--- src/rtl/fx_match_pipe.sv ---
// Fixed-point Q-format converter: quantize (selectable rounding) then
// overflow handling (saturate or wrap), with valid strobe and a saturating overflow count.
module fx_match_pipe #(
  parameter int IW = 14,
  parameter int IF = 10,
  parameter int OW = 15,
  parameter int OF = 10,
  parameter int CW = 16
) (
  input  logic                 i_clk,
  input  logic                 i_rst,
  input  logic                 i_valid,
  input  logic signed [IW-1:0] i_data,
  input  logic [1:0]           i_rnd_mode,
  input  logic                 i_sat_en,
  input  logic                 i_clr_stat,
  output logic                 o_valid,
  output logic signed [OW-1:0] o_data,
  output logic                 o_ovf,
  output logic [CW-1:0]        o_ovf_cnt
);

  localparam int D   = IF - OF;
  localparam int SH  = (D > 0) ? D : 0;
  localparam int LS  = (D < 0) ? -D : 0;
  localparam int S1W = (D > 0) ? IW - D + 1 : IW - D;
  localparam int QW  = IW + 1 + LS;
  localparam int WM  = ((S1W > OW) ? S1W : OW) + 1;
  localparam int HS  = (SH > 0) ? SH - 1 : 0;

  localparam logic [IW:0] HALF = (IW+1)'(1) << HS;
  localparam logic [IW:0] FULL = ((IW+1)'(1) << SH) - (IW+1)'(1);

  localparam logic signed [WM-1:0] MAXV = {{(WM-OW+1){1'b0}}, {(OW-1){1'b1}}};
  localparam logic signed [WM-1:0] MINV = {{(WM-OW+1){1'b1}}, {(OW-1){1'b0}}};
  localparam logic [OW-1:0] SAT_HI = {1'b0, {(OW-1){1'b1}}};
  localparam logic [OW-1:0] SAT_LO = {1'b1, {(OW-1){1'b0}}};
  localparam logic [CW-1:0] CNT_MAX = '1;

  // The extra MSB of xe absorbs the rounding carry; SH=0 means no bits are dropped.
  function automatic logic signed [S1W-1:0] quantize(input logic signed [IW-1:0] x,
                                                     input logic [1:0] mode);
    logic signed [IW:0]   xe;
    logic signed [IW:0]   bias;
    logic signed [IW:0]   sum;
    logic signed [QW-1:0] w;
    xe   = (IW+1)'(x);
    bias = '0;
    if (SH > 0) begin
      case (mode)
        2'd1:    bias = $signed(HALF);
        2'd2:    bias = $signed(HALF - (IW+1)'(1) + (IW+1)'(xe[SH]));
        2'd3:    bias = x[IW-1] ? $signed(FULL) : '0;
        default: bias = '0;
      endcase
    end
    sum = xe + bias;
    w   = QW'(sum);
    w   = (w >>> SH) <<< LS;
    return w[S1W-1:0];
  endfunction

  // Returns {overflow, result}.
  function automatic logic [OW:0] overflow(input logic signed [S1W-1:0] v, input logic sat);
    logic signed [WM-1:0] vw;
    logic                 fits;
    logic [OW-1:0]        r;
    vw   = WM'(v);
    fits = (vw <= MAXV) && (vw >= MINV);
    if (fits || !sat) r = vw[OW-1:0];
    else if (vw[WM-1]) r = SAT_LO;
    else               r = SAT_HI;
    return {!fits, r};
  endfunction

  logic                  vld_p0, vld_p1;
  logic signed [IW-1:0]  data_p0;
  logic [1:0]            mode_p0;
  logic                  sat_p0, sat_p1;
  logic signed [S1W-1:0] q_p1;

  always_ff @(posedge i_clk) begin
    if (i_rst) begin
      vld_p0 <= 1'b0;
      vld_p1 <= 1'b0;
    end else begin
      vld_p0 <= i_valid;
      vld_p1 <= vld_p0;
    end
  end

  // Input capture: sample and its mode controls travel together
  always_ff @(posedge i_clk) begin
    if (i_valid) begin
      data_p0 <= i_data;
      mode_p0 <= i_rnd_mode;
      sat_p0  <= i_sat_en;
    end
  end

  // Stage 1: quantization
  always_ff @(posedge i_clk) begin
    if (vld_p0) begin
      q_p1   <= quantize(data_p0, mode_p0);
      sat_p1 <= sat_p0;
    end
  end

  // Stage 2: overflow handling; outputs hold while no sample completes
  always_ff @(posedge i_clk) begin
    if (i_rst) begin
      o_valid <= 1'b0;
      o_data  <= '0;
      o_ovf   <= 1'b0;
    end else begin
      o_valid <= vld_p1;
      if (vld_p1) {o_ovf, o_data} <= overflow(q_p1, sat_p1);
    end
  end

  always_ff @(posedge i_clk) begin
    if (i_rst || i_clr_stat) o_ovf_cnt <= '0;
    else if (o_valid && o_ovf && (o_ovf_cnt != CNT_MAX)) o_ovf_cnt <= o_ovf_cnt + 1'b1;
  end

endmodule

--- config.mk ---
export PLATFORM = sky130hd
export DESIGN_NAME = fx_match_pipe
export DESIGN_NICKNAME = d
export VERILOG_FILES = /design/src/rtl/fx_match_pipe.sv
export SDC_FILE = /design/constraint.sdc
export NUM_CORES = 1
export LEC_CHECK = 0
export BUFFER_PORTS_ARGS = -buffer_cell sky130_fd_sc_hd__buf_2
export CORE_ASPECT_RATIO = 0.9
export CORE_MARGIN = 2
export CORE_UTILIZATION = 40
export DETAILED_ROUTE_END_ITERATION = 7
export GPL_TIMING_DRIVEN = 0
export PLACE_DENSITY_LB_ADDON = 0.12
export REMOVE_ABC_BUFFERS = 1
export SLEW_MARGIN = 5
export SYNTH_ARGS = -nofsm -noshare
export SYNTH_HDL_FRONTEND = slang
export SYNTH_SLANG_ARGS = --single-unit
--- constraint.sdc ---
create_clock -name i_clk -period 3.7 [get_ports i_clk]
set_input_delay 0.925 -clock i_clk [delete_from_list [all_inputs] [get_ports i_clk]]
set_output_delay 0.925 -clock i_clk [all_outputs]
set_load 0.01 [all_outputs]
# Word-level counts from Yosys, hierarchy flattened
# Index checks and enable logic that the tools add are counted.
[op_classes] n_addsub=1 n_lt_le_gt_ge=2 n_eq_ne=1 n_mux=2 n_reduce_logical=7
[ops] operator="15-bit two-way mux" n=2
[ops] operator="16-bit by 1-bit adder with 16-bit output (second input constant)" n=1
[ops] operator="16-bit != test (second input constant)" n=1
[ops] operator="14-bit by 15-bit greater-or-equal comparator with 1-bit output (second input constant)" n=1
[ops] operator="14-bit by 15-bit <= comparator with 1-bit output (second input constant)" n=1
[ops] operator="1-bit logical AND" n=3
[ops] operator="1-bit logical NOT" n=2
[ops] operator="1-bit logical OR" n=2
[word_totals] regBits=65 input_bits=21 word_cells=23

# Logic depth before layout (Yosys ltp)
[logic_depth] word_depth=4 depth_mapped=5 depth_no_buf=5

# Worst setup path after synthesis
# Ideal clock, no wire load.
[synth_path] path_kind="input port to flip-flop" start="input port i_clr_stat" end="register o_ovf_cnt[9]" setup_time_ns=0.059 arrival_time_ns=1.609 t_required_ns=3.641 setup_slack_ns=2.032 path_stages=4 n_path_buf=1 cell_sequence="or2_2 buf_2 nor2_1 a41o_1"
[synth_between] elab_chain_cells=1
[synth_lines] item="start: declaration" line="16" source="input logic i_clr_stat,"
[synth_lines] item="1-bit logical OR" line="122" source="if (i_rst || i_clr_stat) o_ovf_cnt <= '0;"
[synth_lines] item="end signal: assignment" line="123" source="else if (o_valid && o_ovf && (o_ovf_cnt != CNT_MAX)) o_ovf_cnt <= o_ovf_cnt + 1'b1;"
[synth_lines] item="end: declaration" line="20" source="output logic [CW-1:0] o_ovf_cnt"
# No other way between the ends.
# A chain may end at the register's enable or synchronous reset.

# Worst setup path in the final report
[layout_path] start="register o_ovf_cnt[2]" end="output port o_ovf_cnt[2]"
# No word-level cell between the ends.

==> impl_metrics.ini <==
[outcome]
status = finished, final reports clean

[cells_and_area]
final_cell_area_um2 = 2861
drive_gt1_share_pct = 29.03
n_fill_cell = 513
diodes = 0
area_growth_syn_to_layout_pct = 21.01
finalNetCount = 265
fin_cells = 318

[placed_design]
placed_area_um2 = 2664
port_buffers = 50
dp.cells = 302
dpl.hpwl_um = 2979
gp_congestion = 0.7739

[clocking]
cts_tree = built
post_cts_buffers = 0
ctsHoldBuffers = 0
cts.sinks = 63
clockBufferDepth = 2
insertion_delay_ps = 340
htreeDepth = 3
root_buffer = clkbuf_8
clk_pin_slew_worst_paths_ps = 70
cts_resized = 0
cts_inserted_buffers = 9

[setup_path]
required_ps = 2770
cp_slowest_stage_delay_ps = 500
rrSetupSlack_ps = 1810
worstPathMaxFanout = 8
critPathCaptureType = output port
slowest_stage = dfxtp_1
crit_family = flip-flops
cp.arrival_ps = 1030
worstPathCellList = buf_2
cp.buffers_inverters = 1
crit_type = reg2out
start_kind = flop

[yosys]
yosysTopAreaCell = edfxtp_1
async_flop_share_pct = 0
yosys-top-cells-area = edfxtp_1, dfxtp_1, mux2i_1, nor2_1, nand2_1
ys_ff_latch = 63
ys_types = 39
synth-edff-count = 28
yosysWarnings = 0
synth_top_area_share_pct = 35.56
synthCells = 190
synth.avg_cell_area_um2 = 12.45
synthFlopType = dfxtp_1
synth.most_common_cell = dfxtp_1
synthTopCellsByCount = dfxtp_1, edfxtp_1, nor2_1
yosysSeqAreaShare_pct = 65.19
netlist_area_um2 = 2365

[worst_hold_path]
hp-class = reg2reg

[grt]
grt_pass1_wl_um = 7307
grt_pass1_vias = 1491
grt-ovfl-total = 0
grt_max_degree = 24
antenna_found_initial = 0
grt_usage_pct = 14.51

[detailed_routing]
avgRoutedWirePerCell_um = 13.95
drt_wl_total_um = 4435
drtIter0Drc = 97
routed_via_density = 5.082
vias = 1616
drc = 0
first_pass_iters = 4
drtAntennaViolNets = 0

[power]
seqPwrFrac_pct = 55.6
p_per_area_nw_per_um2 = 487.5
p_leak_nw = 1.173
power_frac_comb_pct = 3.0
clockPowerShare_pct = 41.3
switching_power_uw = 304.6
vdd_drop_max_v = 0.0002891
p_sw_share_pct = 21.83
power.internal_mw = 1.091

[timing]
fmax_mhz = 511.1
maxSlewHeadroom_pct = 37.66
tns_ps = 0
grt_setup_unrepaired = no
hold_viol = 0
maxSlewViolCount = 0
finalClockSkew_ps = 6.761
min_period_over_period_pct = 52.88
worstMarginPinSlew_ps = 933.9
min_period_ps = 1957
setup_viol = 0

[floorplan]
num_rows = 26
start_util_pct = 41.54
io_pins = 54
core_area_um2 = 5693
die_y_um = 76.95
die_x_um = 85.05
fp.dieArea_um2 = 6544

[flow_run]
cap_violations = 0
==> layout make-up <==
type | instances | area, µm² | share of cell area [%]
Clock inverter | 7 | 73.82 | 2.580
Tap cell | 70 | 87.58 | 3.061
Sequential cell | 63 | 1541 | 53.87
Multi-Input combinational cell | 118 | 780.7 | 27.28
Inverter | 1 | 3.754 | 0.1312
Clock buffer | 9 | 123.9 | 4.329
Timing Repair Buffer | 50 | 250.2 | 8.745
==> cells in the final DEF (no fill, tap or decap), drive strengths merged, types with 4 or more instances in the layout <==
cell type / n
mux2i: 15
nand3: 4
edfxtp: 28
dfxtp: 35
a21oi: 6
nand2: 14
a31oi: 6
nand4: 8
or3: 5
o21ai: 5
clkbuf: 9
nor2: 21
a211oi: 4
and4: 4
buf: 50
==> logic make-up (layout without fill, tap and decap cells) <==
logic type	count (synthesis)	after routing	synth area share, %
DFF	63	63	65.19
adders and majority gates	1	1	0.5290
AOI/OAI and AO/OA	28	28	7.937
buffers and inverters	9	67	1.799
muxes	16	16	6.825
and+or+nand+nor	73	73	17.73
==> state kept, by name, summed over array words and instances (netlist names) <==
name and flops:
o_valid 1, q_p1 14, o_ovf_cnt 16, o_ovf 1, vld_p1 1, data_p0 14
vld_p0 1, o_data 15
==> metal layers <==
metal	vias up	wire, µm	GRT usage, %
met3	6	325	7.212
li1	818	-	-
met4	0	37	5.714
met5	-	0	0
met2	48	2009	21.41
met1	744	2064	18.14
==> power groups by stage <==
stage          clock network, mW  logic (mW)  registers, mW
4_1_cts                    0.598      0.0435          0.777
5_1_grt                    0.629      0.0474          0.779
3_3_place_gp                   0      0.0421          0.791
3_5_place_dp                   0      0.0433          0.792
2_1_floorplan                  0      0.0147          0.791
6_report                   0.577      0.0425          0.776
==> metrics by stage <==
stage	utilization, %	hold slack, ps	total power [mW]	worst slack (ps)
after floorplan	-	400.3	0.8056	1947
after global placement	46.79	401.5	0.8331	1447
after detailed placement	46.79	404.5	0.8356	1460
after CTS	50.26	423.7	1.418	1732
after global routing	50.26	431.9	1.456	1675
final	50.26	420.8	1.395	1743
==> worst paths after layout <==
path | end | start | cells past startpoint
worst max-delay path | o_ovf_cnt[2] | o_ovf_cnt[2] | 1
worst min-delay path | q_p1[9] | data_p0[9] | 0
worst max register to register | o_ovf_cnt[12] | o_ovf_cnt[0] | 5
worst min register to register | q_p1[9] | data_p0[9] | 0
No activity file was read; power rests on OpenSTA's default activity.
